File: config.mk
export PLATFORM = sky130hd
export DESIGN_NAME = imem_port_arbiter
export DESIGN_NICKNAME = d
export VERILOG_FILES = /design/src/rtl/imem_pkg.sv /design/src/rtl/imem_addr_check.sv /design/src/rtl/imem_port_arbiter.sv
export SDC_FILE = /design/constraint.sdc
export NUM_CORES = 1
export LEC_CHECK = 0
export BUFFER_PORTS_ARGS = -buffer_cell sky130_fd_sc_hd__buf_2
export CORE_AREA = 2 2 96 98
export CTS_BUF_LIST = sky130_fd_sc_hd__clkbuf_4
export DETAILED_ROUTE_END_ITERATION = 12
export DIE_AREA = 0 0 98 100
export HOLD_SLACK_MARGIN = 0.02
export SYNTH_ARGS = -nofsm -noshare
export SYNTH_HDL_FRONTEND = slang
export SYNTH_SLANG_ARGS = --single-unit
File: constraint.sdc
create_clock -name clk -period 1.9 [get_ports clk]
set_input_delay 0.095 -clock clk [delete_from_list [all_inputs] [get_ports clk]]
set_output_delay 0.095 -clock clk [all_outputs]
set_load 0.005 [all_outputs]
File: src/rtl/imem_pkg.sv
// Shared definitions for the instruction-memory port arbiter, the fetch unit and the loader.
package imem_pkg;

   typedef enum logic [1:0] {
      ST_ARB    = 2'd0,
      ST_LOCKED = 2'd1,
      ST_YIELD  = 2'd2
   } state_e;

   localparam logic OWNER_FETCH  = 1'b0;
   localparam logic OWNER_LOADER = 1'b1;

   // Response tag captured on accept and consumed one cycle later
   typedef struct packed {
      logic valid;
      logic owner;
      logic err;
      logic wr;
   } rsp_tag_t;

   function automatic int unsigned idx_w(input int unsigned depth);
      return $clog2(depth);
   endfunction

endpackage

File: src/rtl/imem_addr_check.sv
// Byte address to word index, flagging misaligned or out-of-range addresses.
module imem_addr_check
   import imem_pkg::*;
#(
   parameter  int unsigned ADDR_W = 32,
   parameter  int unsigned DEPTH  = 1024,
   localparam int unsigned IDX_W  = idx_w(DEPTH)
) (
   input  logic [ADDR_W-1:0] addr,
   output logic [IDX_W-1:0]  idx,
   output logic              err
);

   logic [ADDR_W-3:0] word;

   always_comb begin
      word = addr[ADDR_W-1:2];
      idx  = word[IDX_W-1:0];
      err  = (addr[1:0] != 2'b00) || (word >= (ADDR_W-2)'(DEPTH));
   end

endmodule

File: src/rtl/imem_port_arbiter.sv
// Round-robin arbiter sharing one synchronous instruction memory between fetch and loader,
// with a bounded loader lock and a one-cycle tagged response path.
module imem_port_arbiter
   import imem_pkg::*;
#(
   parameter  int unsigned ADDR_W   = 32,
   parameter  int unsigned DATA_W   = 32,
   parameter  int unsigned DEPTH    = 1024,
   parameter  int unsigned MAX_LOCK = 64,
   localparam int unsigned IDX_W    = idx_w(DEPTH)
) (
   input  logic              clk,
   input  logic              rst_n,
   input  logic              f_req_valid,
   output logic              f_req_ready,
   input  logic [ADDR_W-1:0] f_req_addr,
   output logic              f_rsp_valid,
   output logic [DATA_W-1:0] f_rsp_data,
   output logic              f_rsp_err,
   input  logic              l_req_valid,
   output logic              l_req_ready,
   input  logic              l_req_wr,
   input  logic [ADDR_W-1:0] l_req_addr,
   input  logic [DATA_W-1:0] l_req_wdata,
   input  logic              l_lock,
   output logic              l_rsp_valid,
   output logic [DATA_W-1:0] l_rsp_data,
   output logic              l_rsp_err,
   output logic              mem_en,
   output logic              mem_wr,
   output logic [IDX_W-1:0]  mem_addr,
   output logic [DATA_W-1:0] mem_wdata,
   input  logic [DATA_W-1:0] mem_rdata
);

   localparam int unsigned LOCK_W = idx_w(MAX_LOCK + 1);

   state_e            state_q, state_d;
   logic              last_grant_q, last_grant_d;
   logic [LOCK_W-1:0] lock_cnt_q, lock_cnt_d;
   rsp_tag_t          tag_q, tag_d;

   logic              grant_f, grant_l;
   logic [IDX_W-1:0]  f_idx, l_idx, acc_idx;
   logic              f_err, l_err, acc_err, accept, rd_ok;

   imem_addr_check #(.ADDR_W(ADDR_W), .DEPTH(DEPTH)) u_f_check (
      .addr (f_req_addr),
      .idx  (f_idx),
      .err  (f_err)
   );

   imem_addr_check #(.ADDR_W(ADDR_W), .DEPTH(DEPTH)) u_l_check (
      .addr (l_req_addr),
      .idx  (l_idx),
      .err  (l_err)
   );

   // Grant selection, lock sequencing and round-robin pointer
   always_comb begin
      state_d      = state_q;
      last_grant_d = last_grant_q;
      lock_cnt_d   = lock_cnt_q;
      grant_f      = 1'b0;
      grant_l      = 1'b0;
      unique case (state_q)
         ST_ARB: begin
            if (f_req_valid && l_req_valid) begin
               grant_f = (last_grant_q == OWNER_LOADER);
               grant_l = !grant_f;
            end else begin
               grant_f = f_req_valid;
               grant_l = l_req_valid;
            end
            if (l_lock) begin
               state_d    = ST_LOCKED;
               lock_cnt_d = '0;
            end
         end
         ST_LOCKED: begin
            grant_l    = l_req_valid;
            lock_cnt_d = lock_cnt_q + LOCK_W'(1);
            if (!l_lock) begin
               state_d = ST_ARB;
            end else if (lock_cnt_q == LOCK_W'(MAX_LOCK - 1)) begin
               state_d = ST_YIELD;
            end
         end
         ST_YIELD: begin
            grant_f    = f_req_valid;
            grant_l    = !f_req_valid && l_req_valid;
            lock_cnt_d = '0;
            state_d    = l_lock ? ST_LOCKED : ST_ARB;
         end
         default: state_d = ST_ARB;
      endcase
      if (grant_f) begin
         last_grant_d = OWNER_FETCH;
      end else if (grant_l) begin
         last_grant_d = OWNER_LOADER;
      end
   end

   // Memory strobes from the granted request; bad addresses never reach the memory
   always_comb begin
      accept    = grant_f || grant_l;
      acc_err   = grant_f ? f_err : l_err;
      acc_idx   = grant_f ? f_idx : l_idx;
      mem_en    = accept && !acc_err;
      mem_wr    = mem_en && grant_l && l_req_wr;
      mem_addr  = mem_en ? acc_idx : '0;
      mem_wdata = mem_wr ? l_req_wdata : '0;
      tag_d       = '0;
      tag_d.valid = accept;
      tag_d.owner = grant_l ? OWNER_LOADER : OWNER_FETCH;
      tag_d.err   = acc_err;
      tag_d.wr    = grant_l && l_req_wr;
   end

   always_comb begin
      f_req_ready = grant_f;
      l_req_ready = grant_l;
      rd_ok       = tag_q.valid && !tag_q.err && !tag_q.wr;
      f_rsp_valid = tag_q.valid && (tag_q.owner == OWNER_FETCH);
      l_rsp_valid = tag_q.valid && (tag_q.owner == OWNER_LOADER);
      f_rsp_err   = f_rsp_valid && tag_q.err;
      l_rsp_err   = l_rsp_valid && tag_q.err;
      f_rsp_data  = (f_rsp_valid && rd_ok) ? mem_rdata : '0;
      l_rsp_data  = (l_rsp_valid && rd_ok) ? mem_rdata : '0;
   end

   always_ff @(posedge clk or negedge rst_n) begin
      if (!rst_n) begin
         state_q      <= ST_ARB;
         last_grant_q <= OWNER_LOADER;
         lock_cnt_q   <= '0;
         tag_q        <= '0;
      end else begin
         state_q      <= state_d;
         last_grant_q <= last_grant_d;
         lock_cnt_q   <= lock_cnt_d;
         tag_q        <= tag_d;
      end
   end

endmodule

==> impl_metrics.py <==
metrics = {
    "run_status": {
        "status": "finished, violations left",
        "violations": "negative setup slack",
    },
    "hold_path": {
        "worstHoldPathType": "input port to flop",
        "hold-path-cell-count": 2,
        "hp-start": "l_lock",
        "min_to": "state_q[0]$_DFFE_PN0P_",
    },
    "floorplan": {
        "fp.dieW_um": 98,
        "dieArea_sq_mm": 0.00980,
        "start_util": 0.190,
        "core-area_sq_mm": 0.00889,
        "num_rows": 35,
        "io_pins": 248,
        "die_y_um": 100,
    },
    "logic_synthesis": {
        "synth-seq-cells": 14,
        "ys_seq_area_frac": 0.208,
        "synth_area_sq_mm": 0.00169,
        "synth_top_cell_by_area": "and2_1",
        "syn_nets": 358,
        "synthCells": 223,
        "yosysWarningCount": 0,
        "avgSynthCellArea_sq_um": 7.59,
        "synth.distinct_cells": 35,
        "synthTopCellsByArea": "and2_1 (26%), dfrtp_1 (19%), and3_1 (11%), a32oi_1 (5.2%), clkbuf_1 (3.8%)",
        "synth_top_area_frac": 0.259,
    },
    "clock_network": {
        "clock_sinks": 14,
        "clockBufferDepth": 2,
        "clock_latency_ps": 280,
        "h-tree-depth": 1,
        "clk_pin_slew_ps": 90,
        "clock-root-buffer": "clkbuf_4",
        "cts_made_buffers": 3,
        "cts_tree": "yes",
    },
    "final_layout": {
        "postLayoutCoreUtil": 0.371,
        "drive_gt1_frac": 0.625,
        "finalNetCount": 611,
        "stdcell_count": 586,
        "final_common_cell": "buf_2",
        "num_antenna_cells": 0,
        "fill_cells": 966,
        "area_growth_syn_to_layout_pct": 95.1,
        "multiInputGateArea_sq_mm": 0.00129,
        "regArea_sq_um": 352,
        "final_cell_mix": "buf_2 (243), and2_1 (68), and3_1 (30), buf_4 (14), dfrtp_1 (13)",
    },
    "sta": {
        "period_share": 1.14,
        "hold_slack_ps": 112,
        "setup_violations": 44,
        "slew_viol_final": 0,
        "fin_ws_ps": -273,
        "hold_viol": 0,
        "slew_headroom": 0.691,
        "tightest_slew_ps": 463,
        "period_needed_ps": 2170,
        "max_freq_mhz": 460,
        "rsz0062_at_grt": "yes",
        "skew_ps": 6.96,
    },
    "power": {
        "total_power_mw": 0.851,
        "ir_drop_mv": 0.173,
        "p_leak_nw": 2.02,
        "netSwitchingPower_mw": 0.268,
        "power.density_mw_per_mm2": 258,
        "p_int_mw": 0.583,
        "swShare": 0.315,
        "seq_power_share": 0.413,
        "clock_power_share": 0.201,
        "p_comb_frac": 0.386,
    },
    "worst_setup_path": {
        "critPathLaunchType": "flop",
        "worstPathArrival_ps": 2080,
        "critPathMaxFanout": 9,
        "reg2reg_slack_ps": 90,
        "end_kind": "output port",
        "worstPathRequired_ps": 1800,
        "reg2reg_from": "last_grant_q$_DFFE_PN1P_",
        "crit_type": "flop to output port",
        "reg2reg_depth": 7,
        "r2r-end": "tag_q[1]$_DFF_PN0_",
    },
    "grt": {
        "grt_max_degree": 35,
        "overflow": 0,
        "antenna_found_initial": 0,
        "grt_pass1_vias": 2356,
        "grt_pass1_wl_mm": 12.0,
        "grt.total_usage": 0.149,
    },
    "route": {
        "drt-wirelength-per-cell_um": 14.1,
        "drtIter0Drc": 63,
        "routed_wl_mm": 8.23,
        "drc": 0,
        "viasPerCell": 4.51,
        "dr.pass1.iters": 4,
        "antenna_left": 0,
        "num_vias": 2640,
    },
    "placement": {
        "port_buffers": 247,
        "pre_cts_slack_ps": -161,
        "dp.cells": 573,
        "dpl.hpwl_mm": 7.00,
        "gp_congestion": 0.761,
    },
    "flow_run": {
        "drv_cap": 0,
    },
}
repair_timing:
action                                  4_1_cts  5_1_grt
hold endpoints to repair                     14        0
pin swaps                                     4        0
setup buffers                                 3        2
cloned                                        1        2
hold buffers                                  1        0
resized for setup                            10        5
endpoints found under the setup margin       76       53
cell type report:
class | instances | area share
repair buffers | 268 | 0.450
inverters | 2 | 0.00379
clock inverters | 1 | 0.00114
clock buffers | 3 | 0.00682
well taps | 111 | 0.0421
flip-flops and latches | 14 | 0.107
multi-input cells | 187 | 0.390
registers in the layout, summed over array words and instances, names as in the netlist:
name,cells
last_grant_q,1
tag_q,4
lock_cnt_q,7
state_q,2
cell usage after synthesis:
cell type,instances
o21ai_0,6
nand2_1,2
nand2b_1,1
and3_1,30
a22oi_1,3
nor3b_1,5
a21o_1,1
and4b_1,1
o22ai_1,2
clkbuf_1,17
buf_6,4
o22ai_4,1
nor3_1,3
a21oi_1,2
nand3_1,2
nor4_1,9
xnor2_1,1
or4b_4,1
ha_1,1
dfstp_2,1
nor2b_1,2
and2_1,70
or4_1,1
a22o_1,3
o211ai_1,4
inv_2,1
nand4_1,2
and3_2,4
o311ai_0,2
inv_1,1
dfrtp_1,13
nor2_2,9
a32oi_1,10
nor2_1,7
mux2_2,1
kinds of logic after synthesis:
group	synth area share
flops	0.208
buf+inv	0.0688
simple gates	0.548
xor+xnor	0.00518
fa+ha+maj	0.00740
mux	0.00666
compound gates	0.156
critical path, stage by stage, from the launching register on:
cell and delay [ps]:
dfstp_2 550, nor3b_2 60, or4b_4 490, o22ai_4 140, buf_12 150, buf_4 140
and3_1 160, buf_2 110
layer usage:
layer,GRT usage,part of all wire
met5,0,0
met1,0.170,0.36
met3,0.0334,0.096
met4,0.0160,0.0051
met2,0.292,0.54
worst max-delay path by stage:
stage	endpoint	from	slack, ps	cells past startpoint
after global routing	mem_wdata[3]	last_grant_q$_DFFE_PN1P_	-370	7
after floorplan	mem_addr[0]	state_q[0]$_DFFE_PN0P_	30	7
after CTS	mem_wdata[9]	last_grant_q$_DFFE_PN1P_	-260	6
after global placement	mem_addr[9]	f_req_addr[15]	-140	7
final	mem_wdata[5]	last_grant_q$_DFFE_PN1P_	-270	7
after detailed placement	mem_wdata[9]	f_req_addr[15]	-160	7
through the flow:
stage | setup TNS (ps) | cell area [sq um]
floorplan | 0 | 1700
global placement | -5180 | 3090
detailed placement | -7720 | 3090
CTS | -10160 | 3200
global route | -14390 | 3300
finish | -10330 | 3300
power groups by stage:
stage                     Sequential [mW]  Clock, mW  Combinational [mW]
after CTS                           0.352      0.180               0.334
final                               0.352      0.171               0.328
after detailed placement            0.354          0               0.321
after global routing                0.356      0.197               0.362
after global placement              0.354          0               0.314
after floorplan                     0.349          0               0.112
Note: power is estimated with default switching activity, not from simulation.
